--- src/rtl/wishbone_bus_if_if.sv ---
// rtl/wishbone_bus_if_if.sv - Wishbone classic single-master bus signal bundle
interface wishbone_bus_if_if #(
    parameter int DATA_W = 32,
    parameter int ADDR_W = 32
);
    logic [DATA_W-1:0]   wb_data_i;
    logic                wb_ack_i;
    logic [ADDR_W-1:0]   wb_addr_o;
    logic [DATA_W-1:0]   wb_data_o;
    logic                wb_we_o;
    logic [DATA_W/8-1:0] wb_sel_o;
    logic                wb_stb_o;
    logic                wb_cyc_o;

    modport master (
        input  wb_data_i, wb_ack_i,
        output wb_addr_o, wb_data_o, wb_we_o, wb_sel_o, wb_stb_o, wb_cyc_o
    );

    modport slave (
        output wb_data_i, wb_ack_i,
        input  wb_addr_o, wb_data_o, wb_we_o, wb_sel_o, wb_stb_o, wb_cyc_o
    );
endinterface

--- src/rtl/wishbone_bus_if.sv ---
// rtl/wishbone_bus_if.sv - core memory port to Wishbone classic bridge with stall request
module wishbone_bus_if #(
    parameter int DATA_W  = 32,
    parameter int ADDR_W  = 32,
    parameter int TIMEOUT = 0
) (
    input  logic                clk,
    input  logic                rst,
    input  logic                stall_i,
    input  logic                flush_i,
    input  logic                cpu_ce_i,
    input  logic [ADDR_W-1:0]   cpu_addr_i,
    input  logic [DATA_W-1:0]   cpu_data_i,
    input  logic                cpu_we_i,
    input  logic [3:0]          cpu_sel_i,
    output logic [DATA_W-1:0]   cpu_data_o,
    output logic                stallreq,
    output logic                err_o,
    wishbone_bus_if_if.master   wb
);
    localparam logic [1:0] IDLE           = 2'd0;
    localparam logic [1:0] BUSY           = 2'd1;
    localparam logic [1:0] WAIT_FOR_STALL = 2'd2;

    localparam int TMAX = (TIMEOUT > 0) ? TIMEOUT - 1 : 0;

    logic [1:0]        state;
    logic [DATA_W-1:0] rd_buf;
    logic [31:0]       cnt;
    logic              timeout_hit;

    // Flush and a same-cycle ack both outrank the timeout abort.
    assign timeout_hit = (TIMEOUT > 0) && (state == BUSY) && !wb.wb_ack_i &&
                         !flush_i && (cnt == 32'(TMAX));

    always_comb begin
        stallreq   = 1'b0;
        cpu_data_o = '0;
        case (state)
            IDLE: stallreq = cpu_ce_i && !flush_i;
            BUSY: begin
                if (!flush_i) begin
                    if (wb.wb_ack_i) begin
                        if (!wb.wb_we_o) cpu_data_o = wb.wb_data_i;
                    end else begin
                        stallreq = !timeout_hit;
                    end
                end
            end
            WAIT_FOR_STALL: cpu_data_o = rd_buf;
            default: ;
        endcase
    end

    always_ff @(posedge clk) begin
        if (rst) begin
            state        <= IDLE;
            wb.wb_addr_o <= '0;
            wb.wb_data_o <= '0;
            wb.wb_we_o   <= 1'b0;
            wb.wb_sel_o  <= '0;
            wb.wb_stb_o  <= 1'b0;
            wb.wb_cyc_o  <= 1'b0;
            rd_buf       <= '0;
            cnt          <= '0;
            err_o        <= 1'b0;
        end else begin
            err_o <= 1'b0;
            case (state)
                IDLE: begin
                    if (cpu_ce_i && !flush_i) begin
                        wb.wb_cyc_o  <= 1'b1;
                        wb.wb_stb_o  <= 1'b1;
                        wb.wb_addr_o <= cpu_addr_i;
                        wb.wb_data_o <= cpu_data_i;
                        wb.wb_we_o   <= cpu_we_i;
                        wb.wb_sel_o  <= cpu_sel_i;
                        rd_buf       <= '0;
                        cnt          <= '0;
                        state        <= BUSY;
                    end
                end
                BUSY: begin
                    if (flush_i || timeout_hit || wb.wb_ack_i) begin
                        wb.wb_cyc_o  <= 1'b0;
                        wb.wb_stb_o  <= 1'b0;
                        wb.wb_addr_o <= '0;
                        wb.wb_data_o <= '0;
                        wb.wb_we_o   <= 1'b0;
                        wb.wb_sel_o  <= '0;
                        cnt          <= '0;
                        if (flush_i || timeout_hit) begin
                            rd_buf <= '0;
                            err_o  <= timeout_hit;
                            state  <= IDLE;
                        end else begin
                            if (!wb.wb_we_o) rd_buf <= wb.wb_data_i;
                            state <= stall_i ? WAIT_FOR_STALL : IDLE;
                        end
                    end else begin
                        cnt <= cnt + 32'd1;
                    end
                end
                WAIT_FOR_STALL: begin
                    if (!stall_i || flush_i) state <= IDLE;
                end
                default: state <= IDLE;
            endcase
        end
    end
endmodule

--- src/flat_wrapper.sv ---
// flat-port wrapper written by rule: the top's interface ports become plain ports
module wishbone_bus_if_flat 
#(
    parameter int DATA_W  = 32,
    parameter int ADDR_W  = 32,
    parameter int TIMEOUT = 0
)
  (clk, rst, stall_i, flush_i, cpu_ce_i, cpu_addr_i, cpu_data_i, cpu_we_i, cpu_sel_i, cpu_data_o, stallreq, err_o, wb_wb_data_i, wb_wb_ack_i, wb_wb_addr_o, wb_wb_data_o, wb_wb_we_o, wb_wb_sel_o, wb_wb_stb_o, wb_wb_cyc_o);
  wishbone_bus_if_if #(.DATA_W(DATA_W), .ADDR_W(ADDR_W)) wb_i ();
  input  logic clk;
  input  logic rst;
  input  logic stall_i;
  input  logic flush_i;
  input  logic cpu_ce_i;
  input  logic [ADDR_W-1:0] cpu_addr_i;
  input  logic [DATA_W-1:0] cpu_data_i;
  input  logic cpu_we_i;
  input  logic [3:0] cpu_sel_i;
  output logic [DATA_W-1:0] cpu_data_o;
  output logic stallreq;
  output logic err_o;
  input wire logic [$bits(wb_i.wb_data_i)-1:0] wb_wb_data_i;
  input wire logic [$bits(wb_i.wb_ack_i)-1:0] wb_wb_ack_i;
  output wire logic [$bits(wb_i.wb_addr_o)-1:0] wb_wb_addr_o;
  output wire logic [$bits(wb_i.wb_data_o)-1:0] wb_wb_data_o;
  output wire logic [$bits(wb_i.wb_we_o)-1:0] wb_wb_we_o;
  output wire logic [$bits(wb_i.wb_sel_o)-1:0] wb_wb_sel_o;
  output wire logic [$bits(wb_i.wb_stb_o)-1:0] wb_wb_stb_o;
  output wire logic [$bits(wb_i.wb_cyc_o)-1:0] wb_wb_cyc_o;
  assign wb_i.wb_data_i = wb_wb_data_i;
  assign wb_i.wb_ack_i = wb_wb_ack_i;
  assign wb_wb_addr_o = wb_i.wb_addr_o;
  assign wb_wb_data_o = wb_i.wb_data_o;
  assign wb_wb_we_o = wb_i.wb_we_o;
  assign wb_wb_sel_o = wb_i.wb_sel_o;
  assign wb_wb_stb_o = wb_i.wb_stb_o;
  assign wb_wb_cyc_o = wb_i.wb_cyc_o;
  wishbone_bus_if #(.DATA_W(DATA_W), .ADDR_W(ADDR_W), .TIMEOUT(TIMEOUT)) u_core (.clk(clk), .rst(rst), .stall_i(stall_i), .flush_i(flush_i), .cpu_ce_i(cpu_ce_i), .cpu_addr_i(cpu_addr_i), .cpu_data_i(cpu_data_i), .cpu_we_i(cpu_we_i), .cpu_sel_i(cpu_sel_i), .cpu_data_o(cpu_data_o), .stallreq(stallreq), .err_o(err_o), .wb(wb_i));
endmodule
--- config.mk ---
export PLATFORM = sky130hd
export DESIGN_NAME = wishbone_bus_if_flat
export DESIGN_NICKNAME = d
export VERILOG_FILES = /design/src/rtl/wishbone_bus_if_if.sv /design/src/rtl/wishbone_bus_if.sv /design/src/flat_wrapper.sv
export SDC_FILE = /design/constraint.sdc
export NUM_CORES = 1
export LEC_CHECK = 0
export BUFFER_PORTS_ARGS = -buffer_cell sky130_fd_sc_hd__buf_2
export CORE_MARGIN = 10
export CORE_UTILIZATION = 40
export DETAILED_ROUTE_END_ITERATION = 7
export GPL_TIMING_DRIVEN = 0
export PLACE_DENSITY = 0.72
export SYNTH_ARGS = -nofsm -noshare
export SYNTH_HDL_FRONTEND = slang
export SYNTH_SLANG_ARGS = --single-unit
--- constraint.sdc ---
create_clock -name clk -period 4.29 [get_ports clk]
set_input_delay 0.429 -clock clk [delete_from_list [all_inputs] [get_ports clk]]
set_output_delay 0.429 -clock clk [all_outputs]
set_load 0.1 [all_outputs]
# Yosys cells after proc, flatten, opt, wreduce, memory -nomap -nowiden
# Cells that the tools add are included.
dict set report word_totals {
  word_cells 54
  latch_bits 0
  output_inout_bits 105
  mem_bits_ro 0
  n_memories 0
  mem_bits_rw 0
  input_bits 107
  register_bits 104
}
dict set report op_classes {
  eq_ne 6
  n_mul 0
  mux 31
  add_sub_neg 0
  div_mod_pow 0
  shift 0
  reduce_logical 10
  n_lt_le_gt_ge 0
  bitwise_logic 0
}
# cell count
set ops {}
lappend ops {{$mux W32} 10}
lappend ops {{$pmux W32 S2} 4}
lappend ops {{$mux W2} 5}
lappend ops {{$mux W4} 2}
lappend ops {{$pmux W4 S2} 1}
lappend ops {{$ne A2 B1 Y1 const B} 3}
lappend ops {{$pmux W1 S2} 3}
lappend ops {{$pmux W2 S3} 1}
lappend ops {{$reduce_and A3 Y1} 2}
lappend ops {{$mux W1} 5}
lappend ops {{$reduce_and A4 Y1} 1}
lappend ops {{$ne A3 B3 Y1 const B} 1}
lappend ops {{$eq A2 B1 Y1 const B} 1}
lappend ops {{$eq A2 B2 Y1 const B} 1}
lappend ops {{$logic_not A1 Y1} 2}
lappend ops {{$logic_not A2 Y1} 1}
lappend ops {{$logic_or A1 B1 Y1} 2}
lappend ops {{$reduce_bool A2 Y1} 1}
lappend ops {{$logic_and A1 B1 Y1} 1}

# Longest topological paths before layout
dict set report logic_depth {
  depth_word 4
  mapped_depth 9
  ltp_nobuf 6
}

# Worst setup path before layout
# Ideal clock, no wire load.
dict set report synth_path {
  path_kind {register -> output}
  from {reg u_core.wb.wb_we_o}
  to {out cpu_data_o[10]}
  n_path_buf 1
  slack_ns 0.960
  arrival_time_ns 2.901
  required_time_ns 3.861
  stages_incl_launch_ff 6
  cell_sequence {dfxtp_1 > nand2b_1 > nor2_1 > clkbuf_1 > a22oi_1 > nor2b_1}
}
dict set report synth_via {
  elab_chain_len 4
}
# item line
set synth_rtl {}
lappend synth_rtl {{from (decl)} wishbone_bus_if_if.sv:17} ;# output wb_addr_o, wb_data_o, wb_we_o, wb_sel_o, wb_stb_o, wb_cyc_o
lappend synth_rtl {{from (signal assigned)} wishbone_bus_if.sv:76} ;# wb.wb_we_o <= cpu_we_i;
lappend synth_rtl {{$mux W32} wishbone_bus_if.sv:44} ;# if (!wb.wb_we_o) cpu_data_o = wb.wb_data_i;
lappend synth_rtl {{$mux W32} wishbone_bus_if.sv:43} ;# if (wb.wb_ack_i) begin
lappend synth_rtl {{$mux W32} wishbone_bus_if.sv:42} ;# if (!flush_i) begin
lappend synth_rtl {{$pmux W32 S2} wishbone_bus_if.sv:39} ;# case (state)
lappend synth_rtl {{to (decl)} flat_wrapper.sv:19} ;# output logic [DATA_W-1:0] cpu_data_o;
# Every way passes these cells.

# Worst setup path in the final report
dict set report layout_path {
  from {reg u_core.state[1]}
  to {out cpu_data_o[1]}
}
dict set report layout_via {
  elab_chain_len 2
  elab_cells_between_ends 3
  classes_between {2 x eq/ne; 1 x mux}
}
# item line
set layout_rtl {}
lappend layout_rtl {{from (decl)} wishbone_bus_if.sv:27} ;# logic [1:0] state;
lappend layout_rtl {{from (signal assigned)} wishbone_bus_if.sv:98} ;# state <= stall_i ? WAIT_FOR_STALL : IDLE;
lappend layout_rtl {{$eq A2 B2 Y1 / $eq A2 B1 Y1 (equally long branches)} wishbone_bus_if.sv:39}
lappend layout_rtl {{$pmux W32 S2 *} wishbone_bus_if.sv:39}
# Every way passes the cells marked *; elsewhere a longest branch is shown, timed or not.

==> results_dict.tcl <==
set metrics [dict create \
    antenna_found_initial 1 \
    gp_congestion 0.785 \
    initial_utilization 0.407 \
    synth_top_cell_by_area "dfxtp_1" \
    yosys_warnings 0 \
    routed_wl_mm 12.9 \
    synth-seq-area-share 0.498 \
    die_w_um 122 \
    finalClockSkew_ps 8.73 \
    route.vias.total 3840 \
    fin_nets 738 \
    portBuffers 210 \
    cts_tree "yes" \
    crit_path_max_fanout 10 \
    die_y_um 122 \
    cp-start-kind "register" \
    cts_max_path_buffers 2 \
    clock-sinks 104 \
    leakage_nw 2.68 \
    grt.total_usage 0.164 \
    slew_headroom 0.598 \
    min_path_type "input port to register" \
    synth-seq-cells 104 \
    wire_per_inst_um 16.7 \
    post_cts_buffers 0 \
    grt-ovfl-total 0 \
    worst_pin_slew_ps 603 \
    finalSetupViolations 0 \
    grt_max_degree 19 \
    peakVddDrop_v 0.000221 \
    drc 0 \
    clk_pin_slew_ps 110 \
    netlist.area_leader.share 0.498 \
    synthTopCellsByArea "dfxtp_1, a22o_1, mux2i_1, a22oi_1, nand2b_1" \
    rsz0062_at_grt "false" \
    synthCells 407 \
    synth_area_per_cell_sq_um 10.3 \
    drv_cap 0 \
    hold_violations 0 \
    period_share 0.725 \
    cp.arrival_ps 2680 \
    dpl_cell_area_sq_mm 0.00540 \
    endpoint_kind "primary output" \
    grt_pass1_wl_mm 19.9 \
    ant_nets 0 \
    h-tree-depth 3 \
    synth-main-ff-cell "dfxtp_1" \
    drive_above_1_share 0.389 \
    synthArstFlopShare 0 \
    whs_ps 267 \
    fin_crit_ps 3110 \
    drv_slew 0 \
    fmax_ghz 0.322 \
    insertion_delay_ps 360 \
    crit_type "register to primary output" \
    io_pins 212 \
    status "finished clean" \
    syn_to_final_growth_pct 33.6 \
    drt_iter0_drc 327 \
    synth_cell_types 27 \
    cts_inserted_buffers 9 \
    cts_hold_buf 0 \
    core_sq_mm 0.0103 \
    placementRows 37 \
    cp_data_required_time_ps 3860 \
    drt_pass1_iterations 4 \
    synth-edff-count 0 \
    yosysMostFrequentCell "dfxtp_1" \
    synth_nets 517 \
    finalSetupTns_ps 0 \
    dp_hpwl_mm 10.1 \
    powerDensity_mw_per_mm2 426 \
    fill_cells 983 \
    ctsResizeCount 0 \
    vias_per_cell 4.98 \
    synth_area_sq_mm 0.00418 \
    finalPower_w 0.00238 \
    ys_top_cells_by_count "dfxtp_1, a22o_1, nand2b_1" \
    fin_area_sq_mm 0.00559 \
    die-area_sq_mm 0.0149 \
    grt_pass1_vias 4011 \
    root_buffer "clkbuf_8" \
]
## per-layer routing
metal	track usage	part of all wire	routed length [um]
met5	0	0	0
met2	0.259	0.47	6100
met4	0.0655	0.019	239
met1	0.195	0.40	5200
met3	0.0647	0.10	1350
## sequential cells by signal, summed over array words and instances, names as in the netlist
| register | count |
|---|---|
| u_core.rd_buf | 32 |
| u_core.state | 2 |
| u_core.wb.wb_addr_o | 32 |
| u_core.wb.wb_data_o | 32 |
| u_core.wb.wb_sel_o | 4 |
| u_core.wb.wb_stb_o | 1 |
| u_core.wb.wb_we_o | 1 |
## area by class of cell
type	count	area, sq um	share of cell area
inverter	2	7.51	0.00134
timing repair buffer	210	1050	0.188
buffer	38	178	0.0318
tap	136	170	0.0305
multi-input combinational	263	1920	0.343
sequential	104	2080	0.373
antenna	2	5.00	0.000896
clock inverter	6	50.0	0.00896
clock buffer	10	128	0.0228
## critical path, stage by stage (launching register included)
cell	delay (ps)
dfxtp_1	330
inv_1	100
ha_1	150
buf_2	170
nand2b_1	90
nor2_1	310
clkbuf_1	410
a22oi_1	130
nor2b_1	170
buf_2	450
## per-stage QoR
step	util	cells	worst slack [ps]
3_5_place_dp	0.526	753	1600
3_3_place_gp	0.526	753	1680
5_1_grt	0.543	770	966
4_1_cts	0.543	769	1180
6_report	0.544	771	1180
2_1_floorplan	-	407	960
## path summary, 6_finish.rpt
kind / cells after the start / endpoint / slack (ps) / from
min reg2reg: 2 / u_core.rd_buf[31]$_SDFFE_PP0P_ / 480 / u_core.rd_buf[31]$_SDFFE_PP0P_
max reg2reg: 7 / u_core.wb.wb_data_o[12]$_SDFFE_PP0P_ / 2220 / u_core.state[1]$_SDFFE_PP0P_
min: 2 / u_core.wb.wb_addr_o[14]$_SDFFE_PP0P_ / 270 / cpu_addr_i[14]
max: 9 / cpu_data_o[1] / 1180 / u_core.state[1]$_SDFFE_PP0P_
## where the power goes
part | total, W | switching [W] | internal, W
logic | 0.000767 | 0.000571 | 0.000196
registers | 0.00105 | 0.0000299 | 0.00102
clock network | 0.000564 | 0.000344 | 0.000220
## cell families after synthesis
group	Yosys count	share of synthesized area
other	1	0.000897
and+or+nand+nor	118	0.155
muxes	33	0.0790
AOI/OAI and AO/OA	108	0.214
DFF	104	0.498
buffers and inverters	40	0.0443
adders and majority gates	3	0.00897
## layout by cell type, fill, tap and decap left out, drive strengths merged, types with 2 or more instances in the layout
| cell type | n |
|---|---|
| clkbuf | 31 |
| clkinv | 2 |
| a21oi | 3 |
| inv | 5 |
| nor2b | 33 |
| nand3 | 3 |
| diode | 2 |
| dfxtp | 104 |
| a22o | 69 |
| buf | 227 |
| nand2b | 35 |
| ha | 3 |
| nand2 | 33 |
| mux2i | 33 |
| nor3 | 2 |
| nor2 | 9 |
| a22oi | 32 |
Power figures use the tool's default switching activity.
